$ cat config.mk
export PLATFORM = sky130hd
export DESIGN_NAME = tx_scheduler_flat
export DESIGN_NICKNAME = d
export VERILOG_FILES = /design/src/rtl/tx_scheduler_if.sv /design/src/rtl/tx_scheduler.sv /design/src/flat_wrapper.sv
export SDC_FILE = /design/constraint.sdc
export NUM_CORES = 1
export LEC_CHECK = 0
export CELL_PAD_IN_SITES_DETAIL_PLACEMENT = 0
export CELL_PAD_IN_SITES_GLOBAL_PLACEMENT = 1
export CORE_ASPECT_RATIO = 0.75
export CORE_MARGIN = 1.5
export CORE_UTILIZATION = 28
export CTS_CLUSTER_DIAMETER = 150
export DETAILED_ROUTE_END_ITERATION = 7
export PLACE_DENSITY_LB_ADDON = 0.1
export SYNTH_ARGS = -nofsm -noshare
export SYNTH_HDL_FRONTEND = slang
export SYNTH_SLANG_ARGS = --single-unit
$ cat constraint.sdc
create_clock -name clock -period 1.9 [get_ports clock]
set_input_delay 0.38 -clock clock [delete_from_list [all_inputs] [get_ports clock]]
set_output_delay 0.38 -clock clock [all_outputs]
set_load 0.05 [all_outputs]
$ cat src/rtl/tx_scheduler_if.sv
// Bundle of requester-side and encoder-side signals around the transmit scheduler.
// The scheduler uses the slave modport; the environment uses the master modport.
`ifndef FRAME_SIZE
`define FRAME_SIZE 16
`endif

interface tx_scheduler_if #(
  parameter int N_REQ      = 4,
  parameter int FRAME_SIZE = `FRAME_SIZE
);
  logic [N_REQ-1:0]            req;
  logic [N_REQ*FRAME_SIZE-1:0] req_data;
  logic [N_REQ-1:0]            ack;
  logic [N_REQ-1:0]            err;
  logic                        busy;
  logic [FRAME_SIZE-1:0]       enc_data;
  logic                        enc_start;
  logic                        enc_irq;

  modport master (
    output req, req_data, enc_irq,
    input  ack, err, busy, enc_data, enc_start
  );

  modport slave (
    input  req, req_data, enc_irq,
    output ack, err, busy, enc_data, enc_start
  );
endinterface

$ cat src/rtl/tx_scheduler.sv
// Round-robin scheduler sharing one frame encoder between N_REQ requesters,
// with a per-frame timeout and an enforced idle gap between frames.
`ifndef FRAME_SIZE
`define FRAME_SIZE 16
`endif

module tx_scheduler #(
  parameter int N_REQ      = 4,
  parameter int FRAME_SIZE = `FRAME_SIZE,
  parameter int TIMEOUT    = 1024,
  parameter int GAP        = 2
) (
  input  logic          clock,
  input  logic          reset,
  tx_scheduler_if.slave bus
);
  localparam int PTR_W = (N_REQ > 1) ? $clog2(N_REQ) : 1;
  localparam int TMR_W = (TIMEOUT > 1) ? $clog2(TIMEOUT) : 1;
  localparam int GAP_W = (GAP > 1) ? $clog2(GAP) : 1;

  typedef enum logic [1:0] {S_IDLE, S_SEND, S_GAP} state_t;

  state_t                state_q, state_d;
  logic [PTR_W-1:0]      ptr_q, ptr_d;
  logic [PTR_W-1:0]      grant_q, grant_d;
  logic [TMR_W-1:0]      timer_q, timer_d;
  logic [GAP_W-1:0]      gap_q, gap_d;
  logic [FRAME_SIZE-1:0] data_q, data_d;
  logic                  start_q, start_d;
  logic                  busy_q, busy_d;
  logic [N_REQ-1:0]      ack_q, ack_d;
  logic [N_REQ-1:0]      err_q, err_d;

  logic [PTR_W:0]        scan_idx;
  logic [PTR_W:0]        pick_inc;
  logic [PTR_W-1:0]      pick;
  logic [PTR_W-1:0]      pick_next;

  // First requester at or after ptr, wrapping; scanning downward lets the
  // lowest rotated offset win without an extra found flag.
  always_comb begin
    // NOTE: every variable gets a default before any branch so no latch is inferred.
    scan_idx  = '0;
    pick      = ptr_q;
    for (int i = N_REQ - 1; i >= 0; i--) begin
      scan_idx = {1'b0, ptr_q} + (PTR_W+1)'(i);
      if (scan_idx >= (PTR_W+1)'(N_REQ))
        scan_idx = scan_idx - (PTR_W+1)'(N_REQ);
      if (bus.req[scan_idx[PTR_W-1:0]])
        pick = scan_idx[PTR_W-1:0];
    end
    pick_inc  = {1'b0, pick} + (PTR_W+1)'(1);
    pick_next = (pick_inc == (PTR_W+1)'(N_REQ)) ? '0 : pick_inc[PTR_W-1:0];
  end

  always_comb begin
    state_d = state_q;
    ptr_d   = ptr_q;
    grant_d = grant_q;
    timer_d = timer_q;
    gap_d   = gap_q;
    data_d  = data_q;
    start_d = start_q;
    ack_d   = '0;
    err_d   = '0;

    unique case (state_q)
      S_IDLE: begin
        if (|bus.req) begin
          grant_d = pick;
          ptr_d   = pick_next;
          data_d  = bus.req_data[pick*FRAME_SIZE +: FRAME_SIZE];
          start_d = 1'b1;
          timer_d = '0;
          state_d = S_SEND;
        end
      end
      S_SEND: begin
        // Completion takes precedence over a coincident timeout.
        if (bus.enc_irq) begin
          ack_d[grant_q] = 1'b1;
          start_d        = 1'b0;
          gap_d          = '0;
          state_d        = S_GAP;
        end else if (timer_q == TMR_W'(TIMEOUT - 1)) begin
          err_d[grant_q] = 1'b1;
          start_d        = 1'b0;
          gap_d          = '0;
          state_d        = S_GAP;
        end else begin
          timer_d = timer_q + TMR_W'(1);
        end
      end
      S_GAP: begin
        // The ack/err cycle is the first gap cycle.
        start_d = 1'b0;
        if (gap_q == GAP_W'(GAP - 1))
          state_d = S_IDLE;
        else
          gap_d = gap_q + GAP_W'(1);
      end
      default: state_d = S_IDLE;
    endcase

    busy_d = (state_d != S_IDLE);
  end

  // NOTE: state registers use non-blocking assignments so every flop samples pre-edge values.
  always_ff @(posedge clock) begin
    if (reset) begin
      state_q <= S_IDLE;
      ptr_q   <= '0;
      grant_q <= '0;
      timer_q <= '0;
      gap_q   <= '0;
      data_q  <= '0;
      start_q <= 1'b0;
      busy_q  <= 1'b0;
      ack_q   <= '0;
      err_q   <= '0;
    end else begin
      state_q <= state_d;
      ptr_q   <= ptr_d;
      grant_q <= grant_d;
      timer_q <= timer_d;
      gap_q   <= gap_d;
      data_q  <= data_d;
      start_q <= start_d;
      busy_q  <= busy_d;
      ack_q   <= ack_d;
      err_q   <= err_d;
    end
  end

  assign bus.enc_data  = data_q;
  assign bus.enc_start = start_q;
  assign bus.busy      = busy_q;
  assign bus.ack       = ack_q;
  assign bus.err       = err_q;
endmodule

$ cat src/flat_wrapper.sv
// flat-port wrapper written by rule: the top's interface ports become plain ports
module tx_scheduler_flat 
#(
  parameter int N_REQ      = 4,
  parameter int FRAME_SIZE = `FRAME_SIZE,
  parameter int TIMEOUT    = 1024,
  parameter int GAP        = 2
)
  (clock, reset, bus_req, bus_req_data, bus_enc_irq, bus_ack, bus_err, bus_busy, bus_enc_data, bus_enc_start);
  tx_scheduler_if #(.N_REQ(N_REQ), .FRAME_SIZE(FRAME_SIZE)) bus_i ();
  input  logic clock;
  input  logic reset;
  input wire logic [$bits(bus_i.req)-1:0] bus_req;
  input wire logic [$bits(bus_i.req_data)-1:0] bus_req_data;
  input wire logic [$bits(bus_i.enc_irq)-1:0] bus_enc_irq;
  output wire logic [$bits(bus_i.ack)-1:0] bus_ack;
  output wire logic [$bits(bus_i.err)-1:0] bus_err;
  output wire logic [$bits(bus_i.busy)-1:0] bus_busy;
  output wire logic [$bits(bus_i.enc_data)-1:0] bus_enc_data;
  output wire logic [$bits(bus_i.enc_start)-1:0] bus_enc_start;
  assign bus_i.req = bus_req;
  assign bus_i.req_data = bus_req_data;
  assign bus_i.enc_irq = bus_enc_irq;
  assign bus_ack = bus_i.ack;
  assign bus_err = bus_i.err;
  assign bus_busy = bus_i.busy;
  assign bus_enc_data = bus_i.enc_data;
  assign bus_enc_start = bus_i.enc_start;
  tx_scheduler #(.N_REQ(N_REQ), .FRAME_SIZE(FRAME_SIZE), .TIMEOUT(TIMEOUT), .GAP(GAP)) u_core (.clock(clock), .reset(reset), .bus(bus_i));
endmodule
==> results.md <==
- Status: finished, final reports clean
- Number of fill cells in the layout: approximately 730
- Vias: roughly 2.2k
- Drt initial violations: around 80
- Max incr delay on CP: roughly 0.36 ns
- Vias in the first global route: 1,870
- Drt first pass iters: 4
- Via density: between 4 and 5
- NetSw: roughly 1.9 mW
- Drt drc: 0
- # IOs: 97
- Post-synthesis cell count: ~230
- Seq cells post-synth: 43
- H-tree depth reported by CTS: 2
- Flop pwr share: 0.290
- Global-route wire length before repair: between 9000 and 10,000 um
- Worst Setup Slack post-DPL: -0.427 ns
- CP startpoint kind: flop
- Setup WS post-layout: 0.0242 ns
- Pleak: about 1.5 nW
- TritonCTS Buffers: 5
- Starting density of the core: 0.294
- Setup TNS: 0 ns
- Layout cells sized above 1: 0.204
- Tot GR Track Use: 0.145
- WP data required: between 2 and 2.5 ns
- DRT Wirelength: 6560 um
- Clock Power Share: 0.140
- Sw Ratio: 0.425
- Reg clk slew, reported paths: 0.09 ns
- Crit path kind: reg2reg
- CP max FO: 6
- Area grow syn2layout: 65.3%
- Unique masters post-synth: 40
- Port bufs: 96
- Final worst path period share: 0.987
- EDFF count, synth: 0
- Maximum resistive drop on vdd: 0.000500 V
- Wire per inst: around 14 um
- Worst-path cell chain: ha_2, and4_4, a311oi_4, buf_4, nor3_1, a2111oi_2, or2_1
- Max Clk Rate: around 0.53 GHz
- RSZ-0062 raised after global routing: true
- Synth warn: 0
- CP max-delay cell: a2111oi_2
- Post-DP HPWL: 5000 um
- Seq. cell area: 865 um^2
- Cell Area, Synth: approximately 2200 um^2
- Finished Layout Cells: 454
- Worst Path Buf+Inv: 1
- Clk_skew: about 0.0066 ns
- Final setup viols: 0
- Global route total overflow: 0
- PwrDens: roughly 1200 nW/um^2
- Slew @ Worst Pin: 0.506 ns
- Final nets: 430
- Core area: 7500 um^2
- Rel. slew slack: 0.661
- Share of synthesized registers carrying an async set or reset: 0
- Launch point of the worst path: u_core.timer_q[0]
- Post-route ant nets: 0
- Largest net degree at the start of global routing: 21
- Ant. Diodes: 0
- Syn avg cell area: just under 10 um^2
- Root Driver: clkbuf_8
- Critical Path End Type: flop
- CTS tree: built
- CTS Buffer Depth: 2
- FP Rows: 27
- Dpl cell area: approximately 3400 um^2
- Worst EP arrival: between 2 and 2.5 ns
- Clk Latency, worst-skew pair: about 0.3 ns
- Die ar.: ~8400 um^2
- Internal Power: around 2.5 mW
- Cells after DPL: between 400 and 500
- CTS Sinks: 43
- Fin crit period: approximately 1.9 ns
- Ys flop type: dfxtp_1
- Synthesized net count: 307
- Design area: approximately 3600 um^2
- Worst min-delay path startpoint: u_core.bus.enc_data[15]
- CTS Hold Bufs: 0
- CP delay by family, top: compound AO/OA/AOI/OAI gates
- Maxcap violations: 0
- Max Slew Vio Count: 0
- RR Startpoint: u_core.timer_q[0]
- Min Hold Slack: ~0.47 ns
- Die width: around 110 um
- GP Congestion: between 0.7 and 0.8
- Post-synthesis sequential area ratio: 0.390
- Number of antenna violations at the first check in global routing: 0
- Multi-input gate area: between 1000 and 1500 um^2
- Die H: between 70 and 80 um
- Comb power frac: 0.570
- Hold Fails Final Rpt: 0
- Hold crit path type: reg2reg
==> final timing paths <==
kind / end / slack, ns / depth (start not counted)
min reg2reg: u_core.bus.enc_data[15] / 0.47 / 2
min: u_core.bus.enc_data[15] / 0.47 / 2
max reg2reg: u_core.bus.busy / 0.02 / 7
max: u_core.bus.busy / 0.02 / 7
==> timing repair <==
action,4_1_cts,5_1_grt
pin swaps,0,2
endpoints found under the setup margin,22,24
buffers inserted,0,3
resized for setup,10,10
endpoints found under the hold margin,0,0
cloned,0,1
==> power by group through the flow <==
stage          sequential (mW)  clock, mW  combinational (mW)
2_1_floorplan             1.81          0               0.953
3_3_place_gp              1.27          0                2.31
3_5_place_dp              1.28          0                2.32
4_1_cts                   1.26      0.639                2.37
5_1_grt                   1.30      0.667                2.63
6_report                  1.27      0.610                2.49
==> final cells by class <==
cell class,count,share of cell area
clock buffers,5,0.0189
repair buffers,128,0.338
multi-input cells,170,0.361
clock inverters,3,0.00652
inverters,4,0.00412
well taps,101,0.0347
flip-flops and latches,43,0.237
==> worst reg2reg max path: stages, from the launching register on <==
cell and delay (ns):
dfxtp_2 0.34, ha_2 0.17, and4_4 0.20, a311oi_4 0.32, buf_4 0.21, nor3_1 0.06
a2111oi_2 0.37, or2_1 0.16
==> metal layers <==
layer,GRT usage,wire (um),vias to the layer above
met5,0,0,-
met4,0.0365,47,0
met3,0.0359,415,4
met2,0.210,2710,64
met1,0.212,3380,1001
li1,-,-,1096
==> placed cells by master, fill, tap and decap left out, types with 4 or more instances in the layout <==
cell type and n:
o221ai_1 16, ha_1 5, nor2_1 19, clkdlybuf4s50_1 81
dfxtp_1 40, nand2_1 26, o211ai_1 6, or4_1 6
nor3_1 4, mux2i_1 36, clkbuf_8 5, a21oi_1 4
xor2_1 4, nor2b_1 4, inv_1 4, buf_4 39
==> kinds of logic after synthesis <==
group | count (synthesis) | synth area share
adders and majority gates | 7 | 0.0397
DFF | 43 | 0.390
buffers and inverters | 16 | 0.0374
and+or+nand+nor | 79 | 0.182
AOI/OAI and AO/OA | 43 | 0.167
xor gates and xnor gates | 4 | 0.0159
muxes | 37 | 0.168
==> sequential cells by signal (all words and copies together) (netlist names) <==
register / flops
u_core.bus.ack: 4
u_core.bus.busy: 1
u_core.bus.enc_data: 16
u_core.bus.enc_start: 1
u_core.bus.err: 4
u_core.gap_q: 1
u_core.grant_q: 2
u_core.ptr_q: 2
u_core.state_q: 2
u_core.timer_q: 10
==> stage by stage <==
step / power, mW / utilization
2_1_floorplan: 2.76 / -
3_3_place_gp: 3.59 / 0.458
3_5_place_dp: 3.60 / 0.458
4_1_cts: 4.27 / 0.474
5_1_grt: 4.60 / 0.486
6_report: 4.37 / 0.486
==> Yosys cell counts, types with 2 or more instances <==
library cell | instances | share of area
a21oi_1 | 5 | 0.011
o221ai_1 | 16 | 0.064
nor3_1 | 4 | 0.0091
nor2b_1 | 6 | 0.017
dfxtp_1 | 43 | 0.39
or3_1 | 2 | 0.0057
buf_2 | 9 | 0.020
nand3_1 | 3 | 0.0068
ha_1 | 7 | 0.040
o21ai_0 | 2 | 0.0045
inv_1 | 4 | 0.0068
nand2_1 | 26 | 0.044
nand2b_1 | 4 | 0.011
o31ai_1 | 2 | 0.0068
nor2_1 | 19 | 0.032
and4_4 | 2 | 0.010
xor2_1 | 4 | 0.016
or4_1 | 6 | 0.020
o211ai_1 | 6 | 0.020
nand4_1 | 2 | 0.0057
mux2i_1 | 37 | 0.17
a211oi_1 | 2 | 0.0068
Note: power is estimated with default switching activity, not from simulation.
